[config.mk]
export PLATFORM = sky130hd
export DESIGN_NAME = md_seq_unit
export DESIGN_NICKNAME = d
export VERILOG_FILES = /design/src/rtl/md_pkg.sv /design/src/rtl/md_iter_step.sv /design/src/rtl/md_seq_unit.sv
export SDC_FILE = /design/constraint.sdc
export NUM_CORES = 1
export LEC_CHECK = 0
export CAP_MARGIN = 15
export CORE_UTILIZATION = 39
export DETAILED_ROUTE_END_ITERATION = 12
export GPL_ROUTABILITY_DRIVEN = 0
export PLACE_DENSITY_LB_ADDON = 0.12
export SYNTH_ARGS = -nofsm -noshare
export SYNTH_HDL_FRONTEND = slang
export SYNTH_HIERARCHICAL = 1
export SYNTH_SLANG_ARGS = --single-unit
[constraint.sdc]
create_clock -name clk -period 6.6 [get_ports clk]
set_input_delay 1.32 -clock clk [delete_from_list [all_inputs] [get_ports clk]]
set_output_delay 1.32 -clock clk [all_outputs]
set_load 0.005 [all_outputs]
[src/rtl/md_pkg.sv]
// rtl/md_pkg.sv - shared op encodings, sequencer states and operand-sign helpers for md_seq_unit
package md_pkg;

  typedef enum logic [2:0] {
    MD_MUL    = 3'b000,
    MD_MULH   = 3'b001,
    MD_MULHSU = 3'b010,
    MD_MULHU  = 3'b011,
    MD_DIV    = 3'b100,
    MD_DIVU   = 3'b101,
    MD_REM    = 3'b110,
    MD_REMU   = 3'b111
  } md_op_e;

  typedef enum logic [2:0] {
    S_IDLE,
    S_PREP,
    S_RUN,
    S_FIX,
    S_DONE
  } md_state_e;

  function automatic logic is_div(input logic [2:0] op);
    return op[2];
  endfunction

  function automatic logic a_signed(input logic [2:0] op);
    return (op == MD_MULH) || (op == MD_MULHSU) || (op == MD_DIV) || (op == MD_REM);
  endfunction

  function automatic logic b_signed(input logic [2:0] op);
    return (op == MD_MULH) || (op == MD_DIV) || (op == MD_REM);
  endfunction

endpackage

[src/rtl/md_iter_step.sv]
// rtl/md_iter_step.sv - one combinational shift-add (mul) or restoring shift-subtract (div) step
module md_iter_step #(
  parameter int XLEN = 32
) (
  input  logic              is_div_i,
  input  logic [2*XLEN-1:0] acc_i,
  input  logic [XLEN-1:0]   opnd_i,
  input  logic              mbit_i,
  output logic [2*XLEN-1:0] acc_o
);

  logic [XLEN:0] sum;
  logic [XLEN:0] rem_sh;
  logic [XLEN:0] diff;

  // Mul: {hi,lo} holds the partial product and shifts right each step.
  // Div: {rem,quo} shifts left; a clear borrow bit means the subtract is kept.
  always_comb begin
    sum    = {1'b0, acc_i[2*XLEN-1:XLEN]} + {1'b0, (mbit_i ? opnd_i : {XLEN{1'b0}})};
    rem_sh = acc_i[2*XLEN-1:XLEN-1];
    diff   = rem_sh - {1'b0, opnd_i};
    if (is_div_i) begin
      if (!diff[XLEN]) begin
        acc_o = {diff[XLEN-1:0], acc_i[XLEN-2:0], 1'b1};
      end else begin
        acc_o = {rem_sh[XLEN-1:0], acc_i[XLEN-2:0], 1'b0};
      end
    end else begin
      acc_o = {sum, acc_i[XLEN-1:1]};
    end
  end

endmodule

[src/rtl/md_seq_unit.sv]
// rtl/md_seq_unit.sv - iterative RV32M multiply/divide unit with stall/done sequencer
// MD_SEQ_EARLY_OUT_EN: divide-by-zero and signed-overflow divides finish from PREP.
module md_seq_unit
  import md_pkg::*;
#(
  parameter int XLEN = 32
) (
  input  logic            clk,
  input  logic            rst,
  input  logic            start_i,
  input  logic [2:0]      op_i,
  input  logic [XLEN-1:0] a_i,
  input  logic [XLEN-1:0] b_i,
  input  logic            flush_i,
  output logic            stall_o,
  output logic            busy_o,
  output logic            done_o,
  output logic [XLEN-1:0] result_o
);

  localparam int CW = $clog2(XLEN);

  md_state_e         state_q, state_d;
  logic [CW-1:0]     cnt_q, cnt_d;
  logic [2:0]        op_q, op_d;
  logic [XLEN-1:0]   a_q, a_d;
  logic [XLEN-1:0]   b_q, b_d;
  logic [2*XLEN-1:0] acc_q, acc_d;
  logic              sa_q, sa_d;
  logic              sb_q, sb_d;
  logic [XLEN-1:0]   result_q, result_d;

  logic              a_neg, b_neg;
  logic [XLEN-1:0]   a_mag, b_mag, opnd;
  logic [2*XLEN-1:0] acc_step;
  logic [2*XLEN-1:0] prod;
  logic [XLEN-1:0]   quo, rem, special, fix_val;
  logic              div_zero, div_ovf, div_special;

  always_comb begin
    a_neg = a_signed(op_q) & a_q[XLEN-1];
    b_neg = b_signed(op_q) & b_q[XLEN-1];
    a_mag = a_neg ? -a_q : a_q;
    b_mag = b_neg ? -b_q : b_q;
    opnd  = is_div(op_q) ? b_mag : a_mag;
  end

  md_iter_step #(.XLEN(XLEN)) u_step (
    .is_div_i (is_div(op_q)),
    .acc_i    (acc_q),
    .opnd_i   (opnd),
    .mbit_i   (b_mag[cnt_q]),
    .acc_o    (acc_step)
  );

  // Special divide cases override the iterated result regardless of the build.
  always_comb begin
    div_zero    = (b_q == {XLEN{1'b0}});
    div_ovf     = b_signed(op_q) & (a_q == {1'b1, {(XLEN-1){1'b0}}}) & (b_q == {XLEN{1'b1}});
    div_special = is_div(op_q) & (div_zero | div_ovf);
    if (!op_q[1]) begin
      special = div_zero ? {XLEN{1'b1}} : a_q;
    end else begin
      special = div_zero ? a_q : {XLEN{1'b0}};
    end
    prod = (sa_q ^ sb_q) ? -acc_q : acc_q;
    quo  = (sa_q ^ sb_q) ? -acc_q[XLEN-1:0] : acc_q[XLEN-1:0];
    rem  = sa_q ? -acc_q[2*XLEN-1:XLEN] : acc_q[2*XLEN-1:XLEN];
    case (op_q)
      MD_MUL:               fix_val = prod[XLEN-1:0];
      MD_MULH, MD_MULHSU,
      MD_MULHU:             fix_val = prod[2*XLEN-1:XLEN];
      MD_DIV, MD_DIVU:      fix_val = quo;
      default:              fix_val = rem;
    endcase
    if (div_special) begin
      fix_val = special;
    end
  end

  always_comb begin
    state_d  = state_q;
    cnt_d    = cnt_q;
    op_d     = op_q;
    a_d      = a_q;
    b_d      = b_q;
    acc_d    = acc_q;
    sa_d     = sa_q;
    sb_d     = sb_q;
    result_d = result_q;
    stall_o  = 1'b0;
    done_o   = 1'b0;
    busy_o   = (state_q != S_IDLE);
    case (state_q)
      S_IDLE: begin
        if (start_i && !flush_i) begin
          op_d    = op_i;
          a_d     = a_i;
          b_d     = b_i;
          stall_o = 1'b1;
          state_d = S_PREP;
        end
      end
      S_PREP: begin
        stall_o = 1'b1;
        sa_d    = a_neg;
        sb_d    = b_neg;
        acc_d   = is_div(op_q) ? {{XLEN{1'b0}}, a_mag} : {(2*XLEN){1'b0}};
        cnt_d   = '0;
        state_d = S_RUN;
`ifdef MD_SEQ_EARLY_OUT_EN
        if (div_special) begin
          result_d = special;
          state_d  = S_DONE;
        end
`endif
        if (flush_i) begin
          result_d = result_q;
          state_d  = S_IDLE;
        end
      end
      S_RUN: begin
        stall_o = 1'b1;
        acc_d   = acc_step;
        if (cnt_q == CW'(XLEN-1)) begin
          cnt_d   = '0;
          state_d = S_FIX;
        end else begin
          cnt_d = cnt_q + 1'b1;
        end
        if (flush_i) begin
          cnt_d   = '0;
          state_d = S_IDLE;
        end
      end
      S_FIX: begin
        stall_o  = 1'b1;
        result_d = fix_val;
        state_d  = S_DONE;
        if (flush_i) begin
          result_d = result_q;
          state_d  = S_IDLE;
        end
      end
      S_DONE: begin
        done_o  = 1'b1;
        state_d = S_IDLE;
      end
      default: begin
        state_d = S_IDLE;
      end
    endcase
  end

  always_ff @(posedge clk) begin
    if (rst) begin
      state_q  <= S_IDLE;
      cnt_q    <= '0;
      op_q     <= '0;
      a_q      <= '0;
      b_q      <= '0;
      acc_q    <= '0;
      sa_q     <= 1'b0;
      sb_q     <= 1'b0;
      result_q <= '0;
    end else begin
      state_q  <= state_d;
      cnt_q    <= cnt_d;
      op_q     <= op_d;
      a_q      <= a_d;
      b_q      <= b_d;
      acc_q    <= acc_d;
      sa_q     <= sa_d;
      sb_q     <= sb_d;
      result_q <= result_d;
    end
  end

  assign result_o = result_q;

endmodule

# == After elaboration in Yosys (flattened, before gate mapping) ==
# Cells that the tools add are included.
# W data, S select, Z words.
# classes
eq_ne,15
n_mux,30
n_reduce_logical,18
n_lt_le_gt_ge,1
n_bitwise,8
add_sub_neg,8
# op_table
op,n
$mux W32,11
$mux W64,3
$neg A32 Y32,4
$pmux W64 S2,1
$pmux W32 S3,1
$eq A32 B32 Y1 const B,2
$neg A64 Y64,1
$add A32 B32 Y33,1
$sub A33 B32 Y33,1
$logic_not A32 Y1,1
$eq A3 B2 Y1 const B,4
$eq A3 B3 Y1 const B,4
$mux W3,4
$pmux W3 S4,1
$mux W5,2
$pmux W5 S2,1
$eq A3 B1 Y1 const B,2
$logic_not A3 Y1,2
$lt A5 B6 Y1 const B,1
$reduce_and A2 Y1,3
$reduce_or A3 Y1,2
$add A5 B1 Y5 const B,1
$and A1 B1 Y1,5
$bmux W1 S5,1
15 further kinds,21
# totals
in_bits,71
out_inout_bits,35
ff_bits,173
elab_cells,89

# == Logic depth before layout (Yosys ltp) ==
# Gate-level depths: netlist of run 1.
# depth
ltp_word,11
depth_mapped,26
ltp_nobuf,24

# == Modules after synthesis ==
# The synthesis of run 1 kept the hierarchy.
# by_module_without_submodules
module,seq_area_each_um2,cells_per_inst,n_inst,area_each_um2
md_seq_unit,3463.3,1593,1,11647.4
md_iter_step,0.0,712,1,4829.6

# == Least setup slack after synthesis of run 1 ==
# No wires, ideal clock.
# synth_path
path_type,reg2reg
startpoint,register b_q[4]
endpoint,register acc_q[51]
stages_incl_launch_ff,25
arrival_ps,5753
setup_time_ps,65
path_slack_ps,782
n_path_buf,3
synth_period_minus_slack_ps,5818
required_time_ps,6535
cell_sequence,dfxtp_1 > clkbuf_1 > or4_1 > or3_1 > o31ai_1 > xor2_1 > mux2i_1 > a22oi_1 > a221o_1 > a32oi_1 > clkbuf_1 > and2_1 > ha_1 > clkbuf_1 > a21o_1 > or4_1 > nor3_1 > o31ai_1 > a41o_1 > a2111oi_1 > o31ai_1 > and3_1 > nor4_1 > a22oi_1 > nor2_1
# synth_via
elab_chain_len,8
word_cells_on_any_way,11
cone_classes,add/sub (3); mux (8)
# synth_rtl
item,line_no,source
start: declaration,md_seq_unit.sv:27,"logic [XLEN-1:0] b_q, b_d;"
start signal: assignment,md_seq_unit.sv:161,b_q <= '0;
start signal: assignment,md_seq_unit.sv:171,b_q <= b_d;
$neg A32 Y32,md_seq_unit.sv:44,b_mag = b_neg ? -b_q : b_q;
$mux W32 (*),md_seq_unit.sv:44,
$bmux W1 S5,md_seq_unit.sv:52,".mbit_i (b_mag[cnt_q]),"
$mux W1 (not written as such),md_seq_unit.sv:52,
$mux W32,md_iter_step.sv:19,"sum = {1'b0, acc_i[2*XLEN-1:XLEN]} + {1'b0, (mbit_i ? opnd_i : {XLEN{1'b0}})};"
$add A32 B32 Y33,md_iter_step.sv:19,
$mux W64 (*),md_iter_step.sv:22,if (is_div_i) begin
via acc_step[51],md_seq_unit.sv:35,logic [2*XLEN-1:0] acc_step;
$pmux W64 S2 (*),md_seq_unit.sv:94,case (state_q)
end signal: assignment,md_seq_unit.sv:162,acc_q <= '0;
end signal: assignment,md_seq_unit.sv:172,acc_q <= acc_d;
end: declaration,md_seq_unit.sv:28,"logic [2*XLEN-1:0] acc_q, acc_d;"
# Mark *: on every way through the listed nets, which the timed path passes. The rest lies on a longest branch. The select of a mux whose other input is x is not followed.
# A chain may end at the register's enable or synchronous reset.

# == Worst setup path in the final report of run 1 ==
# layout_path
startpoint,register a_q[17]
endpoint,register acc_q[40]
# layout_via
elab_chain_len,7
# layout_rtl
item,line_no,source
start: declaration,md_seq_unit.sv:26,"logic [XLEN-1:0] a_q, a_d;"
start signal: assignment,md_seq_unit.sv:160,a_q <= '0;
start signal: assignment,md_seq_unit.sv:170,a_q <= a_d;
$neg A32 Y32,md_seq_unit.sv:43,a_mag = a_neg ? -a_q : a_q;
$mux W32,md_seq_unit.sv:43,
$mux W32,md_seq_unit.sv:45,opnd = is_div(op_q) ? b_mag : a_mag;
via opnd[26],md_seq_unit.sv:34,"logic [XLEN-1:0] a_mag, b_mag, opnd;"
$sub A33 B32 Y33,md_iter_step.sv:21,"diff = rem_sh - {1'b0, opnd_i};"
$mux W64,md_iter_step.sv:23,if (!diff[XLEN]) begin
$mux W64,md_iter_step.sv:22,
via acc_step[40],md_seq_unit.sv:35,
$pmux W64 S2,md_seq_unit.sv:94,
# The timed path passes the listed nets, and every way through them passes these cells.

==> flow_metrics.tcl, run 1 <==
set metrics [dict create \
    crit_family "simple AND/OR/NAND/NOR gates" \
    start_kind "register" \
    hold_buffers 0 \
    relSlewSlack 0.306 \
    power_switching_mw 1.03 \
    setup_viol 0 \
    end_kind "register" \
    setup_tns_ns 0 \
    layout.nets 2447 \
    utilization 0.450 \
    sw_frac_of_total 0.360 \
    wire_per_inst_um 23.6 \
    rsz0062_at_grt "no" \
    track_usage 0.302 \
    synth_area_leader_cell "dfxtp_1" \
    slowest_delay_ns 0.60 \
    clockPowerShare 0.365 \
    async_reset_ff_frac 0 \
    diodes 0 \
    fill_cells 4195 \
    drive_above_1_share 0.0756 \
    critical_path_class "reg2reg" \
    cts_buffer_depth 2 \
    std_cell_rows 74 \
    grt_max_degree 102 \
    tritoncts "built" \
    cts_sinks 173 \
    p_leak_nw 7.31 \
    routed_wl_um 67200 \
    grt_pass1_wl_um 101000 \
    die-width_um 208 \
    grt_pass1_vias 16400 \
    status "finished clean" \
    yosysSeqAreaShare 0.210 \
    hp-class "reg2reg" \
    seq_area_um2 3470 \
    clkTransAtPathRegs_ns 0.08 \
    cpMostUsedCell "nor2_1" \
    critPathSlowestCell "nor4_1" \
    dieArea_um2 43100 \
    postSynthCellCount 2305 \
    dp_hpwl_um 50700 \
    required_ns 6.93 \
    cts_made_buffers 17 \
    cap_viol_max_count 0 \
    critical_path_buf_inv_count 2 \
    hold_violations 0 \
    p_int_mw 1.82 \
    ys_ff_latch 173 \
    synth-edff-count 0 \
    yosysTopAreaCellShare 0.210 \
    syn_avg_cell_area_um2 7.15 \
    timing.rr.start "a_q[17]" \
    drt-pass1-iter-count 10 \
    hold_start "result_o[4]" \
    chipHeight_um 208 \
    finalClockSkew_ns 0.0141 \
    insertion_delay_ns 0.47 \
    fin_crit_sh 0.946 \
    path_cells "or4_1 > or3_1 > nor4_1 > a21oi_1 > xor2_1 > nor2_1 > nor2_1 > inv_1 > ha_1 > nand2_1 > nor2_1 > nand2_1 > a2111oi_0 > buf_4 > nor4_2 > o21ai_0 > nand2_1 > a311o_1 > a22oi_1 > nor2_1" \
    worst_pin_slew_ns 1.04 \
    cp_max_fo 11 \
    dp_slack_ns 0.177 \
    synth.area.top_cells "dfxtp_1, a21oi_1, nand2_1" \
    ys_warn_count 6 \
    ant_nets 0 \
    synthTopCellsByCount "nand2_1, a21oi_1, nor2_1" \
    power-per-cell-area_nw_per_um2 154 \
    yosysUniqueCellTypes 88 \
    syn_nets 2449 \
    fmax_ghz 0.160 \
    area_growth_pct 12.7 \
    synth_most_common_cell "nand2_1" \
    ir_drop_v 0.000183 \
    grt.overflow.total 0 \
    htree_levels 4 \
    finalWorstSetupSlack_ns 0.358 \
    synth-main-ff-cell "dfxtp_1" \
    num_io_pins 106 \
    finalPower_mw 2.85 \
    route.detailed.drc 0 \
    synth_area_um2 16500 \
    period_needed_ns 6.24 \
    drtIter0Drc 2414 \
    via_count 18300 \
    ctsRootBufferMaster "clkbuf_16" \
    port-buffer-count 105 \
    start_util 0.399 \
    final_max_slew_viol_count 0 \
    grt_antenna_before_repair 1 \
    crit_path_start "a_q[17]" \
    cp.arrival_ns 6.58 \
    pwr-share-comb 0.248 \
    viasPerCell 6.43 \
    power_frac_seq 0.387 \
    multiInputGateArea_um2 12000 \
    coreArea_um2 41300 \
]
power groups by stage:
stage / clock, mW / sequential, mW / combinational [mW]
after floorplan: 0 / 1.11 / 0.460
after global placement: 0 / 1.13 / 0.677
after detailed placement: 0 / 1.13 / 0.679
after CTS: 1.06 / 1.10 / 0.682
after global routing: 1.10 / 1.11 / 0.755
final: 1.04 / 1.10 / 0.707
cells in the final DEF (no fill, tap or decap), types with 45 or more instances in the layout:
| cell type | count |
|---|---|
| nor2_1 | 223 |
| nor3_1 | 51 |
| xnor2_1 | 107 |
| o21ai_0 | 95 |
| buf_4 | 63 |
| inv_1 | 73 |
| dfxtp_1 | 172 |
| nand2_1 | 253 |
| nand3_1 | 46 |
| a21oi_1 | 235 |
| and2_1 | 45 |
| xor2_1 | 72 |
| ha_1 | 71 |
| clkdlybuf4s50_1 | 104 |
registers in the layout (all words and copies together) (netlist names):
signal	count
acc_q	64
a_q	32
cnt_q	5
op_q	3
b_q	32
sa_q	1
result_o	32
state_q	3
sb_q	1
worst paths after layout:
check	slack, ns	cells past startpoint	endpoint
setup / recovery	0.36	20	acc_q[40]
hold / removal	0.46	2	result_o[4]
setup reg to reg	0.36	20	acc_q[40]
hold reg to reg	0.46	2	result_o[4]
layout make-up:
cell class / count / share of cell area
Multi-Input combinational cell: 1868 / 0.647
Clock buffer: 18 / 0.0231
Sequential cell: 173 / 0.187
Timing Repair Buffer: 170 / 0.0843
Inverter: 73 / 0.0148
Clock inverter: 14 / 0.00788
Tap cell: 532 / 0.0358
kinds of logic after synthesis:
kind of cell,share of synthesized area
xor gates and xnor gates,0.0962
AOI/OAI and AO/OA,0.292
and+or+nand+nor,0.250
buffers and inverters,0.0659
DFF,0.210
muxes,0.0291
adders and majority gates,0.0563
worst reg2reg max path: cells and delay by family (launching register included):
| family | cells | cell delay (ns) |
|---|---|---|
| flops | 1 | 0.38 |
| xor+xnor | 1 | 0.27 |
| compound gates | 5 | 1.65 |
| fa+ha+maj | 1 | 0.42 |
| buf+inv | 2 | 0.30 |
| simple gates | 11 | 3.08 |
routing by layer:
layer | part of all wire | track usage
met1 | 0.43 | 0.423
met2 | 0.41 | 0.435
met3 | 0.10 | 0.0651
met4 | 0.053 | 0.149
met5 | 0.00019 | 0
timing repair:
action | in CTS | in global routing
setup buffers | 0 | 0
endpoints found under the setup margin | 0 | 18
endpoints found under the hold margin | 0 | 0
resized for setup | 0 | 8
through the flow:
stage | hold WS, ns | cells | cell area (um2)
6_report | 0.462 | 2848 | 18600
5_1_grt | 0.484 | 2848 | 18600
4_1_cts | 0.467 | 2848 | 18500
3_5_place_dp | 0.450 | 2816 | 18000
3_3_place_gp | 0.438 | 2816 | 18000
2_1_floorplan | 0.444 | 2305 | 16500
Power figures use the tool's default switching activity.
==> run 2: changes to the inputs <==
--- a/config.mk
+++ b/config.mk
@@ -5,8 +5,10 @@
 export SDC_FILE = /design/constraint.sdc
 export NUM_CORES = 1
 export LEC_CHECK = 0
+export ABC_AREA = 1
 export CAP_MARGIN = 15
 export CORE_UTILIZATION = 39
+export CTS_BUF_LIST = sky130_fd_sc_hd__clkbuf_4 sky130_fd_sc_hd__clkbuf_8
 export DETAILED_ROUTE_END_ITERATION = 12
 export GPL_ROUTABILITY_DRIVEN = 0
 export PLACE_DENSITY_LB_ADDON = 0.12
==> flow_metrics.tcl, run 2 <==
set metrics [dict create \
    synth-main-ff-cell "dfxtp_1" \
    cp.arrival_ns 5.53 \
    power-per-cell-area_nw_per_um2 157 \
    clkTransAtPathRegs_ns 0.12 \
    area_growth_pct 9.77 \
    finalPower_mw 3.37 \
    final_common_cell "nand2_1" \
    wire_per_inst_um 19.1 \
    period_needed_ns 5.08 \
    async_reset_ff_frac 0 \
    status "finished clean" \
    grt.overflow.total 0 \
    syn_avg_cell_area_um2 5.39 \
    cpMostUsedCell "nand2_1" \
    p_leak_nw 10.6 \
    start_util 0.397 \
    cts_buffer_depth 2 \
    insertion_delay_ns 0.56 \
    hold_violations 0 \
    fin_crit_sh 0.769 \
    synth_area_leader_cell "nand2_1" \
    synth_area_um2 19500 \
    hold_buffers 0 \
    drive_above_1_share 0.0478 \
    port-buffer-count 105 \
    ys_ff_latch 173 \
    critical_path_class "reg2reg" \
    postSynthCellCount 3626 \
    slowest_delay_ns 0.74 \
    multiInputGateArea_um2 13800 \
    rsz0062_at_grt "no" \
    largest_reg_flops 64 \
    layout.nets 3790 \
    synthTopCellsByCount "nand2_1, inv_1, nand3_1" \
    finalWorstSetupSlack_ns 1.52 \
    top_register "acc_q" \
    grt_pass1_wl_um 125000 \
    drtIter0Drc 2492 \
    end_kind "register" \
    yosysSeqAreaShare 0.177 \
    hp-class "reg2reg" \
    final_max_slew_viol_count 0 \
    seq_area_um2 3470 \
    diodes 0 \
    yosysTopAreaCellShare 0.242 \
    synth.area.top_cells "nand2_1, dfxtp_1, nand3_1" \
    via_count 23700 \
    postCtsSetupRepairBufs 0 \
    chipHeight_um 226 \
    ant_nets 0 \
    routed_wl_um 82600 \
    ctsRootBufferMaster "clkbuf_8" \
    setup_viol 0 \
    viasPerCell 5.47 \
    coreArea_um2 49200 \
    yosysUniqueCellTypes 54 \
    htree_levels 4 \
    dieArea_um2 51000 \
    cts_resized 0 \
    whs_ns 0.475 \
    grt_max_degree 104 \
    num_io_pins 106 \
    critPathSlowestCell "buf_4" \
    track_usage 0.323 \
    fill_cells 5604 \
    ys_warn_count 6 \
    synth_most_common_cell "nand2_1" \
    dp_hpwl_um 65800 \
    finalClockSkew_ns 0.0173 \
    std_cell_rows 81 \
    start_kind "register" \
    final_cell_mix "nand2_1, inv_1, nand3_1" \
    path_cells "buf_4 > buf_4 > nor2_1 > a31oi_1 > inv_1 > ha_1 > nand2_1 > nand2_2 > nand2_2 > nand2_2 > nand2_1 > nand2_2 > a21oi_4 > nand3_4 > nand3_1 > nand2_1 > nand2_1 > o221ai_1 > nand2_1 > inv_1" \
    worst_pin_slew_ns 1.14 \
    fmax_ghz 0.197 \
    ir_drop_v 0.000152 \
    tritoncts "built" \
    dp_slack_ns 1.71 \
    relSlewSlack 0.240 \
    grt_pass1_vias 21200 \
    die-width_um 226 \
    route.detailed.drc 0 \
    cap_viol_max_count 0 \
    cts_sinks 173 \
    syn_nets 3770 \
    grt_antenna_before_repair 2 \
    drt-pass1-iter-count 6 \
    required_ns 7.05 \
    cp_max_fo 86 \
    cts_made_buffers 17 \
    setup_tns_ns 0 \
    synth-edff-count 0 \
]
==> run 2: cell count changes after synthesis, sizes merged, moves of 36 or more <==
cell,before,now
nand2,253,1295
inv,73,456
nand3,46,362
nor2,225,366
o21ai,102,218
xnor2,108,9
clkbuf,143,82
a21oi,235,285
a22oi,44,0
o31ai,44,1
and2,45,5
a222oi,36,0
==> run 2: cell families (layout without fill, tap and decap cells) <==
logic type,Yosys count,count (layout),share of synthesized area
AO/OA/AOI/OAI,576,576,0.158
AND/OR/NAND/NOR,2162,2162,0.473
buffers and inverters,588,621,0.119
flip-flops,173,173,0.177
adder cells (fa/ha/maj),73,73,0.0475
XOR/XNOR,54,54,0.0242
==> run 2: layout make-up <==
class | instances | area share
tap | 664 | 0.0387
clock buffer | 17 | 0.0109
clock inverter | 15 | 0.00968
sequential | 173 | 0.162
inverter | 464 | 0.0814
multi-input combinational | 2865 | 0.642
timing repair buffer | 125 | 0.0559
==> run 2: layer usage <==
metal | wire length, um | track usage | up-vias | share of wire
met3 | 7710 | 0.0766 | 181 | 0.093
met1 | 35900 | 0.428 | 10800 | 0.44
met4 | 3500 | 0.137 | 4 | 0.042
met2 | 35400 | 0.499 | 1036 | 0.43
li1 | - | - | 11700 | -
met5 | 22 | 0 | - | 0.00027
==> run 2: worst paths after layout <==
| kind | slack [ns] | startpoint | cells after the start | endpoint |
|---|---|---|---|---|
| setup reg to reg | 1.52 | op_q[2] | 20 | acc_q[0] |
| setup / recovery | 1.52 | op_q[2] | 20 | acc_q[0] |
| hold reg to reg | 0.48 | result_o[2] | 2 | result_o[2] |
| hold / removal | 0.48 | result_o[2] | 2 | result_o[2] |
==> run 2: power by group <==
part / total (mW) / leakage (nW) / switching (mW) / internal (mW)
clock network: 0.852 / 0.212 / 0.552 / 0.301
logic: 1.37 / 9.02 / 0.981 / 0.390
registers: 1.14 / 1.41 / 0.0597 / 1.08
==> run 2: through the flow <==
stage / instances / instance area, um2 / util
5_1_grt: 4323 / 21400 / 0.436
2_1_floorplan: 3626 / 19500 / -
3_5_place_dp: 4291 / 21000 / 0.427
6_report: 4323 / 21400 / 0.436
3_3_place_gp: 4291 / 21000 / 0.427
4_1_cts: 4323 / 21400 / 0.436
==> run 2: critical path: cells and delay by family, from the launching register on <==
kind | cells | cell delay, ns
flops | 1 | 0.38
buf+inv | 4 | 1.56
simple gates | 12 | 1.58
fa+ha+maj | 1 | 0.37
compound gates | 3 | 1.00
==> edit 1: new RTL, config.mk and constraints of run 1 <==
The option `MD_SEQ_EARLY_OUT_EN` is turned on by a define.
--- a/src/rtl/md_seq_unit.sv
+++ b/src/rtl/md_seq_unit.sv
@@ -2,2 +2,4 @@
 // MD_SEQ_EARLY_OUT_EN: divide-by-zero and signed-overflow divides finish from PREP.
+`define MD_SEQ_EARLY_OUT_EN
+
 module md_seq_unit
Check against the original RTL: not equivalent (Yosys sat finds a counterexample within 4 cycles, from zero or initial values and one cycle with rst high).
==> edit 1 against run 1 <==
  * Final area increased by 0.11%
  * Fmax shrank 2.3%
  * Setup slack worse by 0.15 ns
  * Sequential cell count did not move
  * Critical path type unchanged
  * Highest routed layer unchanged
  * Combinational power increased by 2%
  * Routed wire length fell by 3.2%
  * Synthesized area is essentially flat
  * Power is 1.2% higher
==> edit 1: results (changes against run 1) <==
{| class="wikitable"
! Metric !! Value
|-
| Filler instances || 4205 (+0.24%)
|-
| Least-Margin Pin Slew || 0.959 ns (-0.0791 ns)
|-
| GRT met1 Usage || 0.414 (-0.00819)
|-
| First-iteration detailed-routing DRC count || 2328 (-3.6%)
|-
| Clock Skew || 0.0130 ns (-0.00103 ns)
|-
| Multi-input combinational cell count || 1872 (+0.21%)
|-
| Largest net degree at the start of global routing || 168 (+65%)
|-
| Wire length after detailed routing || 65000 um (-3.2%)
|-
| CP max-delay cell || or4_1
|-
| Largest stage delay on the critical path || 0.58 ns (-0.02 ns)
|-
| Routing usage on met2 || 0.449 (+0.0139)
|-
| Total net switching power || 1.02 mW (-0.51%)
|-
| Fin nets || 2439 (-0.33%)
|-
| Share of cell area taken by muxes after synthesis || 0.0345 (+0.00542)
|-
| Via count of the first global-routing pass || 16400 (+0.15%)
|-
| Part of the Yosys area used for sequential elements || 0.210 (about the same)
|-
| First-pass GRT wire length || 99400 um (-1.5%)
|-
| Unique masters post-synth || 87 (-1.1%)
|-
| Worst slack, placed || 0.271 ns (+0.0943 ns)
|-
| Layout clock buffer count || 19 (+1)
|-
| Combinational group power || 0.723 mW (+2%)
|-
| Gr usage total || 0.296 (-0.00615)
|-
| Logic inverters || 63 (-14%)
|-
| Worst-path fanout max || 20 (+9)
|-
| Clock network share of area || 0.0322 (+0.00125)
|-
| Share of the synthesized netlist area taken by xor and xnor gates || 0.100 (+0.00380)
|-
| Multi-input combinational area share || 0.648 (+0.000783)
|-
| Share of post-route cells with drive strength above 1 || 0.0732 (-0.00234)
|-
| Fraction of the mapped netlist area in compound gates || 0.282 (-0.00964)
|-
| Amount of wire on met2 after detailed routing || 28300 um (+2.8%)
|-
| Non-clock buffer area fraction after layout || 0.0845 (+0.000246)
|-
| Status || completed
|-
| Leakage || 7.21 nW (-1.4%)
|-
| Leading cell types by total area after synthesis || dfxtp_1, a21oi_1, nand2_1
|}
[edit 1: cell types whose count changed in the layout (fill, tap and decap cells not counted), sizes merged, moves of 8 or more]
| cell | delta |
|---|---|
| a222oi | -8 |
| o21ai | -13 |
| a32o | +8 |
| nand2 | +14 |
| o31ai | -8 |
| a21oi | -13 |
| o211ai | +10 |
| nand2b | +9 |
| inv | -10 |
| nor3 | -8 |
[edit 1: final timing paths]
kind / startpoint / end / slack [ns]
worst min register to register: result_o[7] / result_o[7] / 0.46
worst max-delay path: a_q[2] / acc_q[55] / 0.21
worst min-delay path: result_o[7] / result_o[7] / 0.46
worst max register to register: a_q[2] / acc_q[55] / 0.21
[edit 1: per-stage QoR]
stage               instances  utilization  total power, mW
floorplan                2297            -             1.56
global route             2840        0.451             3.00
CTS                      2840        0.450             2.88
finish                   2840        0.451             2.88
global placement         2808        0.436             1.82
detailed placement       2808        0.436             1.82
==> edit 2: new RTL, flow settings as in run 1 <==
Without the edit above. Reset style: asynchronous (`rst`), changed in one clocked block.
--- a/src/rtl/md_seq_unit.sv
+++ b/src/rtl/md_seq_unit.sv
@@ -154,3 +154,3 @@
 
-  always_ff @(posedge clk) begin
+  always_ff @(posedge clk or posedge rst) begin
     if (rst) begin
Formal check against the unedited RTL: differs if rst is asserted again (counterexample within 4 cycles, from zero or initial values and one cycle with rst high); with rst held inactive, the same outputs for 10 cycles.
==> edit 2 against run 1 <==
  * Synthesized area up 2.1%
  * First-iteration DRC count down 33%
  * Critical path depth up 4
  * Final area up 3.4%
  * Sequential cell count unchanged
  * Routed wire length down 8.7%
  * Setup slack better by 0.096 ns
Power is left out: it rests on default switching activity, and per cell area and clock period it moved more than threefold.
==> edit 2: results (changes against run 1) <==
{| class="wikitable"
! Metric !! Value
|-
| CTS-repair resized insts || 1 (+1)
|-
| Clock Skew || 0.0119 ns (-0.00216 ns)
|-
| Logic inverters || 67 (-8.2%)
|-
| Worst-path fanout max || 16 (+5)
|-
| Fin nets || 2232 (-8.8%)
|-
| Worst-path clk slew || 0.07 ns
|-
| Gr usage total || 0.279 (-0.0233)
|-
| HPWL reported at the end of detailed placement || 47200 um (-6.8%)
|-
| Share of post-route cells with drive strength above 1 || 0.122 (+0.0468)
|-
| Multi-input combinational area share || 0.608 (-0.0398)
|-
| Largest stage delay on the critical path || 0.59 ns
|-
| Number of iterations in the first detailed-routing pass || 5 (-5)
|-
| Filler instances || 4161 (-0.81%)
|-
| Max Root-Sink Buffers || 2 (unchanged)
|-
| Data arrival time of the critical path || 6.55 ns (-0.03 ns)
|-
| Largest net degree at the start of global routing || 124 (+22%)
|-
| Part of the Yosys area used for sequential elements || 0.257 (+0.0471)
|-
| Number of clock buffers inserted by TritonCTS || 17 (unchanged)
|-
| Fraction of registers with async set or reset after synthesis || 1.00 (+1.00)
|-
| Count of input and output buffers || 105 (unchanged)
|-
| Largest Register || acc_q
|-
| Area of all sequential standard cells || 4330 um2 (+25%)
|-
| Class of the tightest hold or removal check || reg2reg
|-
| Wirelength per Cell || 23.2 um (-1.5%)
|-
| Number of levels the H-tree was split into || 4 (unchanged)
|-
| Synth warn || 6 (unchanged)
|-
| Insertion delay of the later-clocked pin in the worst-skew pair || 0.47 ns (about the same)
|-
| Number of antenna violations at the first check in global routing || 0 (-1)
|-
| Number of flip-flops in the largest register || 64 (unchanged)
|-
| Multi-input combinational cell count || 1648 (-12%)
|-
| Unique masters post-synth || 98 (+11%)
|-
| Status || completed
|-
| Final antenna-violating net count || 0 (unchanged)
|-
| Number of buffers other than clock buffers in the final layout || 181 (+6.5%)
|-
| Layout clock buffer count || 22 (+4)
|-
| Most common library cells after synthesis || dfrtp_1, a21oi_1, nor2_1, o21ai_0, nand2_1
|-
| Non-clock buffer area fraction after layout || 0.0864 (+0.00207)
|-
| Headroom to the max-slew limit || 0.254 (-0.0527)
|-
| Diodes inserted || 0 (unchanged)
|-
| Post-CTS setup repair buffer count || 0 (unchanged)
|-
| CP max-delay cell || or4_1
|-
| Cell at the root of the clock tree || clkbuf_16
|-
| Crit-path leading delay family || compound AO/OA/AOI/OAI gates
|-
| Clock network share of area || 0.0320 (+0.00105)
|-
| Leading cell types by total area after synthesis || dfrtp_1, mux2_2, ha_1
|-
| Worst slack, placed || -0.0632 ns (-0.240 ns)
|-
| Number of sinks on the clock net || 173 (unchanged)
|-
| Routed vias || 16500 (-9.9%)
|-
| First-iteration detailed-routing DRC count || 1628 (-33%)
|-
| First-pass GRT wire length || 94200 um (-6.6%)
|}
edit 2: cell types whose count changed in the layout (fill, tap and decap cells not counted), sizes merged, moves of 15 or more:
cell | run 1 | this run
a222oi | 36 | 1
nor2 | 225 | 136
a21oi | 235 | 137
dfrtp | 0 | 173
a22o | 6 | 36
o21ai | 102 | 139
dfxtp | 173 | 0
xor2 | 73 | 88
mux2i | 13 | 37
mux2 | 31 | 100
nand2 | 253 | 134
edit 2: logic make-up after synthesis:
group	synth area share
xor gates and xnor gates	0.0984
adders and majority gates	0.0552
and+or+nand+nor	0.193
DFF	0.257
buffers and inverters	0.0570
muxes	0.0916
AOI/OAI and AO/OA	0.248
edit 2: worst paths after layout:
path,slack [ns],startpoint,to,depth (start not counted)
setup reg to reg,0.45,b_q[0],acc_q[62],24
hold reg to reg,0.53,result_o[23],result_o[23],1
max in group asynchronous,4.20,rst,op_q[2],3
hold / removal,0.53,result_o[23],result_o[23],1
min in group asynchronous,1.25,rst,result_o[3],2
setup / recovery,0.45,b_q[0],acc_q[62],24
edit 2: per-layer routing:
| metal | GRT usage | up-vias | routed length, um |
|---|---|---|---|
| li1 | - | 7680 | - |
| met1 | 0.374 | 8077 | 26700 |
| met2 | 0.441 | 605 | 28000 |
| met3 | 0.0491 | 133 | 4130 |
| met4 | 0.117 | 0 | 2520 |
| met5 | 0 | - | 0 |
edit 2: per-stage QoR:
step / cells / util / hold WS [ns] / cell area, um2 / TNS, ns
after floorplan: 2032 / - / 0.470 / 16800 / 0
after global placement: 2608 / 0.439 / 0.509 / 18500 / -0.00834
after detailed placement: 2608 / 0.439 / 0.518 / 18500 / -0.0632
after CTS: 2640 / 0.453 / 0.533 / 19100 / 0
after global routing: 2640 / 0.455 / 0.563 / 19200 / 0
final: 2640 / 0.455 / 0.528 / 19200 / 0
